### config.mk
export PLATFORM = sky130hd
export DESIGN_NAME = pipelined_mux_scanner
export DESIGN_NICKNAME = d
export VERILOG_FILES = /design/src/rtl/pipelined_mux_scanner_pkg.sv /design/src/rtl/pipelined_mux_scanner_mux_tree_level.sv /design/src/rtl/pipelined_mux_scanner.sv
export SDC_FILE = /design/constraint.sdc
export NUM_CORES = 1
export LEC_CHECK = 0
export ABC_CLOCK_PERIOD_IN_PS = 3300
export CAP_MARGIN = 20
export CORE_AREA = 2 2 100 83
export DETAILED_ROUTE_END_ITERATION = 7
export DIE_AREA = 0 0 102 85
export PLACE_DENSITY = 0.72
export SYNTH_ARGS = -nofsm -noshare
export SYNTH_HDL_FRONTEND = slang
export SYNTH_SLANG_ARGS = --single-unit
### constraint.sdc
create_clock -name clk -period 3.3 [get_ports clk]
set_clock_uncertainty 0.05 [all_clocks]
set_input_delay 0.66 -clock clk [delete_from_list [all_inputs] [get_ports clk]]
set_output_delay 0.66 -clock clk [all_outputs]
set_load 0.05 [all_outputs]
### src/rtl/pipelined_mux_scanner_pkg.sv
// rtl/pipelined_mux_scanner_pkg.sv - shared constants for the pipelined mux scanner
package pipelined_mux_scanner_pkg;

    localparam logic MODE_DIRECT = 1'b0;
    localparam logic MODE_SCAN   = 1'b1;

endpackage

### src/rtl/pipelined_mux_scanner_mux_tree_level.sv
// rtl/pipelined_mux_scanner_mux_tree_level.sv - one registered 2:1 reduction level of the mux tree
module mux_tree_level
    import pipelined_mux_scanner_pkg::*;
#(
    parameter int WIDTH = 8,
    parameter int N_IN  = 8,
    parameter int SEL_W = 3,
    parameter int BIT   = 0
) (
    input  logic                          clk,
    input  logic                          rst_n,
    input  logic                          en,
    input  logic [N_IN*WIDTH-1:0]         in_data,
    input  logic                          in_valid,
    input  logic [SEL_W-1:0]              in_tag,
    output logic [(N_IN/2)*WIDTH-1:0]     out_data,
    output logic                          out_valid,
    output logic [SEL_W-1:0]              out_tag
);

    localparam int N_OUT = N_IN / 2;

    logic [N_OUT*WIDTH-1:0] data_d, data_q;
    logic                   valid_d, valid_q;
    logic [SEL_W-1:0]       tag_d, tag_q;

    // The full select travels as the tag: it is both the channel index and the remaining select bits.
    always_comb begin
        data_d  = data_q;
        valid_d = valid_q;
        tag_d   = tag_q;
        if (en) begin
            for (int j = 0; j < N_OUT; j++) begin
                data_d[j*WIDTH +: WIDTH] = in_tag[BIT] ? in_data[(2*j+1)*WIDTH +: WIDTH]
                                                       : in_data[(2*j)*WIDTH +: WIDTH];
            end
            valid_d = in_valid;
            tag_d   = in_tag;
        end
    end

    always_ff @(posedge clk or negedge rst_n) begin
        if (!rst_n) begin
            data_q  <= '0;
            valid_q <= 1'b0;
            tag_q   <= '0;
        end else begin
            data_q  <= data_d;
            valid_q <= valid_d;
            tag_q   <= tag_d;
        end
    end

    assign out_data  = data_q;
    assign out_valid = valid_q;
    assign out_tag   = tag_q;

endmodule

### src/rtl/pipelined_mux_scanner.sv
// rtl/pipelined_mux_scanner.sv - N:1 pipelined mux tree with valid tag, stall and round-robin scan
module pipelined_mux_scanner
    import pipelined_mux_scanner_pkg::*;
#(
    parameter  int WIDTH  = 8,
    parameter  int NUM_IN = 8,
    localparam int SEL_W  = $clog2(NUM_IN)
) (
    input  logic                    clk,
    input  logic                    rst_n,
    input  logic [NUM_IN*WIDTH-1:0] in_data,
    input  logic                    in_valid,
    input  logic                    en,
    input  logic                    mode,
    input  logic [SEL_W-1:0]        sel,
    input  logic                    scan_clr,
    output logic [WIDTH-1:0]        out_data,
    output logic                    out_valid,
    output logic [SEL_W-1:0]        out_ch,
    output logic [SEL_W-1:0]        scan_ch
);

    localparam int LEVELS = SEL_W;

    logic [SEL_W-1:0] scan_d, scan_q;
    logic [SEL_W-1:0] eff_sel;
    logic             scan_accept;

    assign scan_accept = en && (mode == MODE_SCAN) && in_valid;

    // A clear colliding with an accepted scan sample hands that sample channel 0.
    always_comb begin
        eff_sel = sel;
        if (mode == MODE_SCAN) begin
            eff_sel = scan_clr ? '0 : scan_q;
        end
    end

    always_comb begin
        scan_d = scan_q;
        if (scan_clr) begin
            scan_d = scan_accept ? SEL_W'(1) : '0;
        end else if (scan_accept) begin
            scan_d = scan_q + SEL_W'(1);
        end
    end

    always_ff @(posedge clk or negedge rst_n) begin
        if (!rst_n) begin
            scan_q <= '0;
        end else begin
            scan_q <= scan_d;
        end
    end

    assign scan_ch = scan_q;

    for (genvar k = 0; k < LEVELS; k++) begin : g_lvl
        localparam int NI = NUM_IN >> k;

        logic [NI*WIDTH-1:0]     lin_data;
        logic                    lin_valid;
        logic [SEL_W-1:0]        lin_tag;
        logic [(NI/2)*WIDTH-1:0] lout_data;
        logic                    lout_valid;
        logic [SEL_W-1:0]        lout_tag;

        if (k == 0) begin : g_first
            assign lin_data  = in_data;
            assign lin_valid = in_valid;
            assign lin_tag   = eff_sel;
        end else begin : g_next
            assign lin_data  = g_lvl[k-1].lout_data;
            assign lin_valid = g_lvl[k-1].lout_valid;
            assign lin_tag   = g_lvl[k-1].lout_tag;
        end

        mux_tree_level #(
            .WIDTH (WIDTH),
            .N_IN  (NI),
            .SEL_W (SEL_W),
            .BIT   (k)
        ) u_level (
            .clk       (clk),
            .rst_n     (rst_n),
            .en        (en),
            .in_data   (lin_data),
            .in_valid  (lin_valid),
            .in_tag    (lin_tag),
            .out_data  (lout_data),
            .out_valid (lout_valid),
            .out_tag   (lout_tag)
        );
    end

    assign out_data  = g_lvl[LEVELS-1].lout_data;
    assign out_valid = g_lvl[LEVELS-1].lout_valid;
    assign out_ch    = g_lvl[LEVELS-1].lout_tag;

endmodule

==> results.toml <==
[run_status]
status = "completed"

[place]
post-place-ws_ps = 693.0
numPortBuffers = 87
hpwl_um = 5196
gp_congestion = 0.7350

[floorplanning]
ios = 88
core_area_um2 = 7692
start_util = 0.4384
dieArea_um2 = 8670
die_h_um = 85
die_x_um = 102
rows = 29

[layout]
area_growth_pct = 28.72
fin_util = 0.5642
antenna_cells = 0
n_fill_cell = 733
drive_above_1_share = 0.07371
layout.nets = 476

[setup_path]
cp_cell_sequence = "clkdlybuf4s50_1"
r2r_end = "g_lvl[0].u_level.out_data[10]$_DFFE_PN0P_"
critPathSlowestCell = "clkdlybuf4s50_1"
crit_fanout = 5
crit_family = "buffers and inverters"
r2r_start = "scan_ch[0]$_DFFE_PN0P_"
r2r_cells = 3
worstPathArrival_ps = 1630
path_class = "reg -> out"
crit_path_start_kind = "register"
cp_data_required_time_ps = 2590
worst-path-buf-inv = 1
cp-end-kind = "output port"
worst-r2r-setup-slack_ps = 1640
cpPeakStageDelay_ps = 840

[clock_network]
worstSkewPairLatency_ps = 350
cts_buffers = 9
htreeDepth = 3
path_clk_slew_ps = 70
cts_tree = "done"
hold_buffers = 0
clockBufferDepth = 2
ctsResizeCount = 0
cts_sinks = 71
cts_root_buf = "clkbuf_8"
post_cts_buffers = 0

[synth]
syn_inst = 334
synth_area_leader_cell = "dfrtp_1"
synth_seq_area_share = 0.5269
yosysUniqueCellTypes = 28
synth-seq-cells = 71
synthTopCellsByArea = "dfrtp_1 (53%), mux2i_1 (7.4%), nor2_1 (6.8%)"
synth_fp_nets = 408
yosys_warnings = 0
yosysTopAreaCellShare = 0.5269
syn_avg_cell_area_um2 = 10.10
syn_area_um2 = 3372

[sta]
slew_headroom = 0.3252
period_share = 0.7097
timing_hold_violations_final = 0
final.setup.tns_ps = 0
setup_viol = 0
drv_slew = 0
worst_slack_ps = 957.9
min_period_ps = 2342
fmax_mhz = 427.0
tightest_slew_ps = 1012
rsz0062_at_grt = "no"

[global_routing]
grt_max_degree = 81
grt_use_total = 0.1931
use_met3 = 0.06096
grt_util_met2 = 0.2913
top_usage_layer = "met2"
grt_overflow = 0
met1_usage = 0.2728
grt_pass1_wl_um = 12990
grt_pass1_vias = 2609
antenna_found_initial = 0

[routing]
vias = 2707
ant_nets = 0
via_per_inst = 5.256
drc_errors = 0
first_iter_violations = 174
firstDrtPassIters = 5
wire_per_inst_um = 14.96
wl_um = 7706

[min_path]
hp-class = "in -> async"

[power]
p_leak_nw = 1.781
power_mw = 2.215
p_sw_mw = 0.6712
ir_worst_vdd_v = 0.0002329
p_int_mw = 1.544
comb_power_share = 0.233
swShare = 0.3030
power_frac_clock = 0.279
p_seq_frac = 0.488
power_density_nw_per_um2 = 510.4

[job]
drv_cap = 0
==> layout by cell type (no fill, tap or decap), types with 2 or more instances in the layout <==
master / count
clkdlybuf4s50_1: 85
dfrtp_1: 71
nor2_1: 61
a31oi_1: 35
nand3_1: 33
o21ai_1: 30
mux2i_1: 25
a21oi_1: 24
clkbuf_8: 11
mux2_2: 9
nand2b_1: 2
nand3b_1: 2
o21ai_0: 2
clkbuf_1: 2
clkinv_2: 2
buf_4: 2
==> cells by family (layout without fill, tap and decap cells) <==
group	Yosys count	after routing	share of synthesized area
and+or+nand+nor	104	104	0.1440
AOI/OAI and AO/OA	91	91	0.1481
buffers and inverters	31	104	0.06790
DFF	71	71	0.5269
xor gates and xnor gates	2	2	0.005196
adders and majority gates	1	1	0.003710
muxes	34	34	0.1043
==> worst max-delay path by stage <==
stage | from | endpoint | cells past startpoint
2_1_floorplan | mode | g_lvl[0].u_level.out_data[10]$_DFFE_PN0P_ | 6
3_3_place_gp | mode | g_lvl[0].u_level.out_data[5]$_DFFE_PN0P_ | 4
3_5_place_dp | mode | g_lvl[0].u_level.out_data[10]$_DFFE_PN0P_ | 4
4_1_cts | scan_ch[0]$_DFFE_PN0P_ | scan_ch[0] | 1
5_1_grt | mode | g_lvl[0].u_level.out_data[9]$_DFFE_PN0P_ | 4
6_report | scan_ch[0]$_DFFE_PN0P_ | scan_ch[0] | 1
==> layout make-up <==
cell class                 instances  area, µm²  area share
multi-input combinational        232       1366      0.3148
sequential                        71       1777      0.4093
timing repair buffer              88      885.9      0.2041
clock buffer                      13      158.9     0.03661
clock inverter                     3      17.52    0.004036
tap                              108      135.1     0.03113
==> routing by layer <==
| layer | wire, µm | vias up | share of wire |
|---|---|---|---|
| met5 | 0 | - | 0 |
| met4 | 110 | 0 | 0.014 |
| met3 | 502 | 10 | 0.065 |
| met2 | 3582 | 96 | 0.46 |
| met1 | 3511 | 1274 | 0.46 |
| li1 | - | 1327 | - |
==> registers in the layout, summed over array words and instances, names as in the netlist <==
register / count
g_lvl.u_level.out_valid: 3
g_lvl.u_level.out_tag: 9
scan_ch: 3
g_lvl.u_level.out_data: 56
==> metrics by stage <==
| stage | instance area, µm² | hold slack (ps) | std cells |
|---|---|---|---|
| 2_1_floorplan | 3372 | 314.4 | 334 |
| 3_3_place_gp | 4164 | 435.2 | 499 |
| 3_5_place_dp | 4164 | 440.5 | 499 |
| 4_1_cts | 4340 | 407.6 | 515 |
| 5_1_grt | 4340 | 438.6 | 515 |
| 6_report | 4340 | 364.9 | 515 |
==> power groups by stage <==
stage	logic, mW	registers [mW]	clock network [mW]
global route	0.565	1.10	0.679
floorplan	0.237	1.17	0
global placement	0.511	1.09	0
detailed placement	0.520	1.10	0
CTS	0.521	1.08	0.635
finish	0.517	1.08	0.619
==> cell usage after synthesis <==
| cell | count |
|---|---|
| nand3b_1 | 2 |
| nand3b_2 | 1 |
| nand2b_4 | 1 |
| xor2_1 | 1 |
| buf_4 | 4 |
| nor2b_4 | 1 |
| and3b_4 | 1 |
| buf_2 | 12 |
| nand4_1 | 1 |
| nand2b_1 | 2 |
| a21oi_1 | 24 |
| mux2_2 | 9 |
| clkbuf_2 | 3 |
| o21ai_1 | 30 |
| clkbuf_1 | 2 |
| buf_1 | 1 |
| clkbuf_4 | 1 |
| nor2b_1 | 1 |
| dfrtp_1 | 71 |
| mux2i_1 | 25 |
| a31oi_1 | 35 |
| xnor2_1 | 1 |
| ha_1 | 1 |
| buf_6 | 4 |
| nor2_1 | 61 |
| nand3_1 | 33 |
| buf_8 | 4 |
| o21ai_0 | 2 |
==> worst register-to-register path, cell delays in order, from the launching register on <==
cell and delay (ps):
dfrtp_1 450, nand3b_2 570, nand3_1 300, a31oi_1 120
No activity file was read; power rests on OpenSTA's default activity.
